File: src/rtl/amp_i2c_pkg.sv
// Shared definitions for the byte-level I2C write path: command codes,
// PHY state encoding and the default quarter-bit divider.
package amp_i2c_pkg;

  localparam int CLK_DIV_DEFAULT = 125;

  localparam logic [1:0] I2C_CMD_START = 2'd0;
  localparam logic [1:0] I2C_CMD_WRITE = 2'd1;
  localparam logic [1:0] I2C_CMD_STOP  = 2'd2;
  localparam logic [1:0] I2C_CMD_NOP   = 2'd3;

  typedef enum logic [2:0] {
    ST_IDLE,
    ST_START,
    ST_RSTART,
    ST_WRITE,
    ST_ACK,
    ST_STOP,
    ST_FINISH
  } i2c_state_e;

endpackage

File: src/rtl/amp_i2c_phy_if.sv
// Command handshake and open-drain pad signals between the master sequencer
// and the bit-level PHY.
interface amp_i2c_phy_if;

  logic       cmd_valid;
  logic       cmd_ready;
  logic [1:0] cmd;
  logic [7:0] cmd_data;
  logic       done;
  logic       ack_err;
  logic       scl_oe;
  logic       sda_oe;
  logic       sda_in;

  modport master (
    output cmd_valid, cmd, cmd_data, sda_in,
    input  cmd_ready, done, ack_err, scl_oe, sda_oe
  );

  modport slave (
    input  cmd_valid, cmd, cmd_data, sda_in,
    output cmd_ready, done, ack_err, scl_oe, sda_oe
  );

endinterface

File: src/rtl/amp_i2c_tick_gen.sv
// Quarter-bit strobe: tick is high on the last clk cycle of each quarter.
// restart zeroes the count so the following quarter is exactly CLK_DIV long.
module amp_i2c_tick_gen #(
  parameter int CLK_DIV = 125
) (
  input  logic clk,
  input  logic resetb,
  input  logic restart,
  output logic tick
);

  localparam int W = $clog2(CLK_DIV);
  localparam logic [W-1:0] LAST = W'(CLK_DIV - 1);

  logic [W-1:0] cnt_q, cnt_d;

  always_comb begin
    cnt_d = cnt_q + 1'b1;
    if (restart || cnt_q == LAST) cnt_d = '0;
  end

  always_ff @(posedge clk or negedge resetb) begin
    if (!resetb) cnt_q <= '0;
    else         cnt_q <= cnt_d;
  end

  assign tick = (cnt_q == LAST);

endmodule

File: src/rtl/amp_i2c_phy.sv
// Bit-level I2C write engine: turns START/WRITE/STOP commands into open-drain
// SCL/SDA waveforms, four quarters per bit, and reports the slave ACK.
module amp_i2c_phy
  import amp_i2c_pkg::*;
#(
  parameter int CLK_DIV = CLK_DIV_DEFAULT
) (
  input logic           clk,
  input logic           resetb,
  amp_i2c_phy_if.slave  bus
);

  i2c_state_e state_q, state_d;
  logic [1:0] qtr_q, qtr_d;
  logic [2:0] bit_q, bit_d;
  logic [7:0] data_q, data_d;
  logic       bus_active_q, bus_active_d;
  logic       ack_samp_q, ack_samp_d;
  logic       cmd_ready_q, cmd_ready_d;
  logic       done_q, done_d;
  logic       ack_err_q, ack_err_d;
  logic       scl_oe_q, scl_oe_d;
  logic       sda_oe_q, sda_oe_d;
  logic       accept;
  logic       tick;

  assign accept = bus.cmd_valid && cmd_ready_q;

  amp_i2c_tick_gen #(.CLK_DIV(CLK_DIV)) u_tick (
    .clk     (clk),
    .resetb  (resetb),
    .restart (accept),
    .tick    (tick)
  );

  always_comb begin
    state_d      = state_q;
    qtr_d        = qtr_q;
    bit_d        = bit_q;
    data_d       = data_q;
    bus_active_d = bus_active_q;
    ack_samp_d   = ack_samp_q;
    ack_err_d    = 1'b0;
    scl_oe_d     = scl_oe_q;
    sda_oe_d     = sda_oe_q;

    if (accept) begin
      qtr_d  = 2'd0;
      bit_d  = 3'd0;
      data_d = bus.cmd_data;
      case (bus.cmd)
        I2C_CMD_START: state_d = bus_active_q ? ST_RSTART : ST_START;
        I2C_CMD_WRITE: begin
          state_d   = bus_active_q ? ST_WRITE : ST_FINISH;
          ack_err_d = !bus_active_q;
        end
        I2C_CMD_STOP:  state_d = bus_active_q ? ST_STOP : ST_FINISH;
        default:       state_d = ST_FINISH;
      endcase
    end else begin
      case (state_q)
        ST_START, ST_RSTART, ST_STOP: begin
          if (tick) begin
            qtr_d = qtr_q + 2'd1;
            if (qtr_q == 2'd3) begin
              state_d      = ST_FINISH;
              bus_active_d = (state_q != ST_STOP);
            end
          end
        end
        ST_WRITE: begin
          if (tick) begin
            qtr_d = qtr_q + 2'd1;
            if (qtr_q == 2'd3) begin
              bit_d = bit_q + 3'd1;
              if (bit_q == 3'd7) state_d = ST_ACK;
            end
          end
        end
        ST_ACK: begin
          if (tick) begin
            qtr_d = qtr_q + 2'd1;
            if (qtr_q == 2'd2) ack_samp_d = bus.sda_in;
            if (qtr_q == 2'd3) begin
              state_d   = ST_FINISH;
              ack_err_d = ack_samp_q;
            end
          end
        end
        ST_FINISH: state_d = ST_IDLE;
        default: ;
      endcase
    end

    // Line levels follow the upcoming state/quarter so the pads are registered.
    case (state_d)
      ST_START: begin
        if (qtr_d == 2'd0) sda_oe_d = 1'b1;
        if (qtr_d == 2'd2) scl_oe_d = 1'b1;
      end
      ST_RSTART: begin
        case (qtr_d)
          2'd0: begin sda_oe_d = 1'b0; scl_oe_d = 1'b1; end
          2'd1: scl_oe_d = 1'b0;
          2'd2: sda_oe_d = 1'b1;
          default: scl_oe_d = 1'b1;
        endcase
      end
      ST_WRITE, ST_ACK: begin
        case (qtr_d)
          2'd0: begin
            scl_oe_d = 1'b1;
            sda_oe_d = (state_d == ST_WRITE) ? ~data_d[3'd7 - bit_d] : 1'b0;
          end
          2'd3:    scl_oe_d = 1'b1;
          default: scl_oe_d = 1'b0;
        endcase
      end
      ST_STOP: begin
        case (qtr_d)
          2'd0: begin scl_oe_d = 1'b1; sda_oe_d = 1'b1; end
          2'd1: scl_oe_d = 1'b0;
          2'd2: sda_oe_d = 1'b0;
          default: ;
        endcase
      end
      default: ;
    endcase

    cmd_ready_d = (state_d == ST_IDLE) || (state_d == ST_FINISH);
    done_d      = (state_d == ST_FINISH);
  end

  always_ff @(posedge clk or negedge resetb) begin
    if (!resetb) begin
      state_q      <= ST_IDLE;
      qtr_q        <= 2'd0;
      bit_q        <= 3'd0;
      data_q       <= 8'd0;
      bus_active_q <= 1'b0;
      ack_samp_q   <= 1'b0;
      cmd_ready_q  <= 1'b1;
      done_q       <= 1'b0;
      ack_err_q    <= 1'b0;
      scl_oe_q     <= 1'b0;
      sda_oe_q     <= 1'b0;
    end else begin
      state_q      <= state_d;
      qtr_q        <= qtr_d;
      bit_q        <= bit_d;
      data_q       <= data_d;
      bus_active_q <= bus_active_d;
      ack_samp_q   <= ack_samp_d;
      cmd_ready_q  <= cmd_ready_d;
      done_q       <= done_d;
      ack_err_q    <= ack_err_d;
      scl_oe_q     <= scl_oe_d;
      sda_oe_q     <= sda_oe_d;
    end
  end

  assign bus.cmd_ready = cmd_ready_q;
  assign bus.done      = done_q;
  assign bus.ack_err   = ack_err_q;
  assign bus.scl_oe    = scl_oe_q;
  assign bus.sda_oe    = sda_oe_q;

endmodule

File: src/flat_wrapper.sv
// flat-port wrapper written by rule: the top's interface ports become plain ports
module amp_i2c_phy_flat import amp_i2c_pkg::*;
#(
  parameter int CLK_DIV = CLK_DIV_DEFAULT
)
  (clk, resetb, bus_cmd_valid, bus_cmd, bus_cmd_data, bus_sda_in, bus_cmd_ready, bus_done, bus_ack_err, bus_scl_oe, bus_sda_oe);
  amp_i2c_phy_if bus_i ();
  input logic clk;
  input logic resetb;
  input wire logic [$bits(bus_i.cmd_valid)-1:0] bus_cmd_valid;
  input wire logic [$bits(bus_i.cmd)-1:0] bus_cmd;
  input wire logic [$bits(bus_i.cmd_data)-1:0] bus_cmd_data;
  input wire logic [$bits(bus_i.sda_in)-1:0] bus_sda_in;
  output wire logic [$bits(bus_i.cmd_ready)-1:0] bus_cmd_ready;
  output wire logic [$bits(bus_i.done)-1:0] bus_done;
  output wire logic [$bits(bus_i.ack_err)-1:0] bus_ack_err;
  output wire logic [$bits(bus_i.scl_oe)-1:0] bus_scl_oe;
  output wire logic [$bits(bus_i.sda_oe)-1:0] bus_sda_oe;
  assign bus_i.cmd_valid = bus_cmd_valid;
  assign bus_i.cmd = bus_cmd;
  assign bus_i.cmd_data = bus_cmd_data;
  assign bus_i.sda_in = bus_sda_in;
  assign bus_cmd_ready = bus_i.cmd_ready;
  assign bus_done = bus_i.done;
  assign bus_ack_err = bus_i.ack_err;
  assign bus_scl_oe = bus_i.scl_oe;
  assign bus_sda_oe = bus_i.sda_oe;
  amp_i2c_phy #(.CLK_DIV(CLK_DIV)) u_core (.clk(clk), .resetb(resetb), .bus(bus_i));
endmodule
File: config.mk
export PLATFORM = sky130hd
export DESIGN_NAME = amp_i2c_phy_flat
export DESIGN_NICKNAME = d
export VERILOG_FILES = /design/src/rtl/amp_i2c_pkg.sv /design/src/rtl/amp_i2c_phy_if.sv /design/src/rtl/amp_i2c_tick_gen.sv /design/src/rtl/amp_i2c_phy.sv /design/src/flat_wrapper.sv
export SDC_FILE = /design/constraint.sdc
export NUM_CORES = 1
export LEC_CHECK = 0
export ABC_AREA = 1
export CAP_MARGIN = 10
export CORE_UTILIZATION = 60
export DETAILED_ROUTE_END_ITERATION = 10
export PLACE_DENSITY_LB_ADDON = 0.08
export SKIP_CTS_REPAIR_TIMING = 1
export SLEW_MARGIN = 20
export SYNTH_ARGS = -nofsm -noshare
export SYNTH_HDL_FRONTEND = slang
export SYNTH_SLANG_ARGS = --single-unit
File: constraint.sdc
create_clock -name clk -period 3.1 [get_ports clk]
set_input_delay 0.465 -clock clk [delete_from_list [all_inputs] [get_ports clk]]
set_output_delay 0.465 -clock clk [all_outputs]
set_load 0.01 [all_outputs]
Word level (Yosys, flattened, before mapping):

Index checks and enable logic that the tools add are counted.

* bits in registers: 30
* bits in latches: 0
* RAM bits: 0
* bits in read-only memories: 0
* input port bits: 14
* output and inout port bits: 5
* memories: 0

* add/sub/neg operators: 4
* multiply operators: 0
* divide/modulo/power cells: 0
* $lt $le $gt $ge: 1
* equal/unequal tests: 29
* shift-type cells: 0
* mux-type cells: 38
* bitwise logic cells: 2
* reduce and logical (&&, ||, !) cells: 17

Operators with widths (number)
* $mux 3: 11
* $eq 3x3->1 const B: 7
* $pmux 3 s3: 2
* $eq 3x2->1 const B: 4
* $reduce_and 4->1: 3
* $mux 1: 11
* $eq 2x2->1 const B: 5
* $mux 2: 5
* $mux 8: 1
* $pmux 1 s2: 4
* $pmux 1 s4: 2
* $add 7x1->7 const B: 1
* $eq 7x7->1 const B: 1
* $mux 7: 1
* $eq 3x1->1 const B: 2
* $ne 2x1->1 const B: 3
* $ne 3x1->1 const B: 2
* $reduce_and 5->1: 1
* $reduce_or 5->1: 1
* $eq 2x1->1 const B: 2
* $logic_not 2->1: 2
* $lt 3x4->1 const B: 1
* $reduce_bool 4->1: 1
* $reduce_or 2->1: 2
* 14 further kinds: 16

Longest topological paths before layout:

* depth after elaboration: 12
* gate-level depth with buffers: 18
* gate-level depth less buffers: 18

Hierarchy:

Synthesis repeated with hierarchy kept, for this count alone.

* cells, all modules: 246
* area, all modules: 1903.1 um^2

Modules (own cells, without submodules)
* amp_i2c_phy: times used 1, cells each 206, area an instance 1545.2 um^2, seq. area each 576.8 um^2
* amp_i2c_tick_gen: times used 1, cells each 40, area an instance 357.8 um^2, seq. area each 175.2 um^2

Worst setup path after synthesis:

Ideal clock, no wire load.

* path type: register to register
* start: reg u_core.u_tick.cnt_q[0]
* end: reg u_core.scl_oe_q (netlist: u_core.bus.scl_oe)
* arrival time: 1.987 ns
* slack: 0.996 ns
* cell stages (with the launch flop): 17
* buffers on the path: 0
* path through: dfrtp_1 -> inv_1 -> ha_1 -> nand2_1 -> nor3_1 -> inv_1 -> nor2_1 -> nor2_1 -> nor2_1 -> inv_1 -> ha_1 -> nand4_1 -> nand2_1 -> nor2_1 -> nand2_1 -> nand2_1 -> nand2_1

* longest elaborated chain between the ends: 8
* elaborated cells on any way between the ends: 28
* those cells by class: eq/ne: 12; mux: 11; reduce/logical: 5

Ends and longest elaborated chain
* start, declared: RTL line amp_i2c_tick_gen.sv:15 `logic [W-1:0] cnt_q, cnt_d;`
* start signal, assigned: RTL line amp_i2c_tick_gen.sv:24 `else cnt_q <= cnt_d;`
* $eq 7x7->1 (*): RTL line amp_i2c_tick_gen.sv:27 `assign tick = (cnt_q == LAST);`
* $mux 2 (*): RTL line amp_i2c_phy.sv:63, amp_i2c_phy.sv:72, amp_i2c_phy.sv:81
* $mux 2 (*)
* $mux 2 (*): RTL line amp_i2c_phy.sv:47 `if (accept) begin`
* named net u_core.qtr_d[0]: RTL line amp_i2c_phy.sv:14 `logic [1:0] qtr_q, qtr_d;`
* $eq 2x2->1 / $logic_not 2->1 (equally long branches): RTL line amp_i2c_phy.sv:110, amp_i2c_phy.sv:120
* $reduce_or 2->1 (no line)
* $mux 1: RTL line amp_i2c_phy.sv:110 `case (qtr_d)`
* $pmux 1 s4: RTL line amp_i2c_phy.sv:96 `case (state_d)`
* end signal, assigned: RTL line amp_i2c_phy.sv:157 `scl_oe_q <= scl_oe_d;`
* end, declared: RTL line amp_i2c_phy.sv:22 `logic scl_oe_q, scl_oe_d;`

The timed path passes the listed nets; every way through them passes the cells marked *.
A chain may end at the register's enable or synchronous reset.

Final worst setup path:

* start: reg u_core.u_tick.cnt_q[1]
* end: reg u_core.scl_oe_q (netlist: u_core.bus.scl_oe)

The elaborated chain is that of the path after synthesis.

==> results.sh <==
export IMPL_status="finished, violations left"
export IMPL_violations="DRC"
export IMPL_start_util=0.659
export IMPL_gr_usage_all_layers=0.237
export IMPL_die_area_mm2=0.00336
export IMPL_die_width_um=58.0
export IMPL_finalSetupViolCount=0
export IMPL_drive_gt1_frac=0.163
export IMPL_dpl_instance_area_mm2=0.00211
export IMPL_yosysSeqAreaShare=0.400
export IMPL_grt_max_degree=31
export IMPL_ios=19
export IMPL_area_delta_synth_final_pct=15.2
export IMPL_critical_path_max_stage_delay_ps=410
export IMPL_dpl_hpwl_mm=2.58
export IMPL_path_class="reg2reg"
export IMPL_synth_cell_types=28
export IMPL_min_period_ps=2390
export IMPL_tightest_slew_ps=368
export IMPL_finalMaxSlewViolations=0
export IMPL_drtAntennaViolNets=0
export IMPL_fin_crit_sh=0.769
export IMPL_clk_latency_ps=330
export IMPL_hp_class="reg2reg"
export IMPL_crit_slowest_cell="dfrtp_1"
export IMPL_worstSetupEndpointType="register"
export IMPL_vias_per_cell=5.23
export IMPL_ir_worst_vdd_v=0.000654
export IMPL_skew_ps=6.11
export IMPL_routed_via_count=1543
export IMPL_tns_ps=0
export IMPL_firstDrtPassIters=7
export IMPL_clockBufferDepth=2
export IMPL_synth_fp_nets=261
export IMPL_critPathRequiredTime_ps=3330
export IMPL_antenna_found_initial=0
export IMPL_fp_row_count=19
export IMPL_synthesis_instances=238
export IMPL_ys_ff_latch=30
export IMPL_remaining_drc_errors=1
export IMPL_rsz0062_at_grt="false"
export IMPL_syn_cell_area_mm2=0.00188
export IMPL_ys_warn_count=0
export IMPL_routed_wl_mm=3.49
export IMPL_drtIter0Drc=61
export IMPL_clkSlewWorstSetupHoldPaths_ps=100
export IMPL_grt_pass1_vias=1423
export IMPL_fmax_mhz=419
export IMPL_clock_sinks=30
export IMPL_wl_per_cell_um=11.8
export IMPL_antenna_cells=0
export IMPL_die_height_um=58.0
export IMPL_portBuffers=18
export IMPL_grt_pass1_wl_mm=5.98
export IMPL_power_density_mw_per_mm2=831
export IMPL_routabilityCongestion=0.807
export IMPL_arrival_ps=2620
export IMPL_max_cap_viol_count=0
export IMPL_crit_top_cell="nand2_1"
export IMPL_worstPathCellList="inv_1 -> ha_1 -> nand2_1 -> nor3_1 -> inv_1 -> nor2_1 -> nor2_1 -> nor2_1 -> inv_1 -> ha_1 -> nand4_1 -> nand2_1 -> nor2_1 -> nand2_1 -> nand2_1 -> nand2_1"
export IMPL_syn_area_per_cell_um2=7.90
export IMPL_grt_remaining_overflow=0
export IMPL_cts_tree="built"
export IMPL_worst_setup_path_start_kind="register"
export IMPL_core_mm2=0.00285
export IMPL_leakage_uw=0.00109
export IMPL_htreeDepth=2
export IMPL_crit_fanout=4
export IMPL_clockRootBuffer="clkbuf_4"
export IMPL_relSlewSlack=0.754
export IMPL_fin_area_mm2=0.00217
export IMPL_fin_nets=286
export IMPL_cts_buffers=5
export IMPL_finalHoldViolCount=0
final timing paths:
kind                            slack, ps              startpoint                endpoint  depth (start not counted)
worst max register to register        710  u_core.u_tick.cnt_q[1]       u_core.bus.scl_oe                         16
worst max-delay path                  710  u_core.u_tick.cnt_q[1]       u_core.bus.scl_oe                         16
max in group asynchronous            2270                  resetb    u_core.bus.cmd_ready                          2
worst min register to register        490       u_core.bus.scl_oe       u_core.bus.scl_oe                          2
min in group asynchronous             520                  resetb  u_core.u_tick.cnt_q[2]                          2
worst min-delay path                  490       u_core.bus.scl_oe       u_core.bus.scl_oe                          2
critical path: cells and delay by family (launching register included):
family | cells | cell delay (ps)
buf+inv | 3 | 260
flops | 1 | 410
fa+ha+maj | 2 | 370
simple gates | 11 | 1240
Yosys cell counts:
cell | number | area (um2)
xor2_1 | 1 | 8.76
nand3b_4 | 1 | 20.0
nand2_1 | 68 | 255
a21boi_1 | 1 | 7.51
inv_2 | 4 | 15.0
dfstp_2 | 1 | 26.3
nand2_4 | 3 | 33.8
nand4_1 | 9 | 56.3
a211oi_2 | 1 | 12.5
nor2_4 | 4 | 45.0
o21ai_0 | 3 | 15.0
inv_1 | 26 | 97.6
a21oi_1 | 2 | 10.0
nand2_2 | 7 | 43.8
nand3_2 | 8 | 80.1
nor3b_1 | 1 | 7.51
o21bai_1 | 2 | 15.0
ha_1 | 9 | 113
nor3_1 | 7 | 35.0
dfrtp_1 | 29 | 726
nand3b_1 | 2 | 15.0
nand3_1 | 19 | 95.1
xnor2_1 | 2 | 17.5
mux2i_1 | 1 | 10.0
nor2_1 | 20 | 75.1
buf_2 | 3 | 15.0
mux2_2 | 1 | 11.3
nor2_2 | 3 | 18.8
stage by stage:
step,cells,power [uW],utilization,hold slack (ps),setup slack (ps)
after floorplan,238,1330,-,169,996
after global placement,287,1530,0.739,460,740
after detailed placement,287,1560,0.739,466,671
after CTS,295,1810,0.760,490,689
after global routing,295,1950,0.760,502,401
final,295,1800,0.760,487,715
report_power, final:
group	total, uW	switching [uW]	internal (uW)
Combinational	946	573	373
Clock	246	136	110
Sequential	608	83.7	524
Total	1800	793	1010
per-layer routing:
layer	up-vias	track usage	wire length, um
li1	812	-	-
met1	701	0.308	1700
met2	26	0.381	1620
met3	4	0.0603	126
met4	0	0.0918	39
met5	-	0	0
cells in the final DEF (no fill, tap or decap), types with 3 or more instances in the layout:
cell type,instances
nand2_2,7
clkbuf_4,5
nand4_1,9
nand2_1,68
buf_4,3
nand3_2,8
nor3_1,7
nand3_1,19
nand2_4,3
clkdlybuf4s50_1,18
o21ai_0,3
inv_1,26
nor2_1,20
dfrtp_1,29
ha_1,9
nor2_2,3
inv_2,4
nor2_4,4
area by class of cell:
cell class | count | area (um2)
flip-flops and latches | 30 | 752
clock inverters | 1 | 5.00
repair buffers | 21 | 203
inverters | 30 | 113
clock buffers | 7 | 55.1
fillers | 198 | 686
multi-input cells | 175 | 1000
well taps | 31 | 38.8
sequential cells by signal (all words and copies together), names as in the netlist:
register	cells
u_core.data_q	8
u_core.ack_samp_q	1
u_core.bus.scl_oe	1
u_core.bus.cmd_ready	1
u_core.bus.sda_oe	1
u_core.state_q	3
u_core.bit_q	3
u_core.bus.done	1
u_core.bus_active_q	1
u_core.u_tick.cnt_q	7
u_core.qtr_q	2
u_core.bus.ack_err	1
logic make-up after synthesis:
kind of cell | synth area share
buffers and inverters | 0.0679
and+or+nand+nor | 0.415
xor gates and xnor gates | 0.0140
muxes | 0.0113
AOI/OAI and AO/OA | 0.0319
DFF | 0.400
adders and majority gates | 0.0599
No activity file was read; power rests on OpenSTA's default activity.
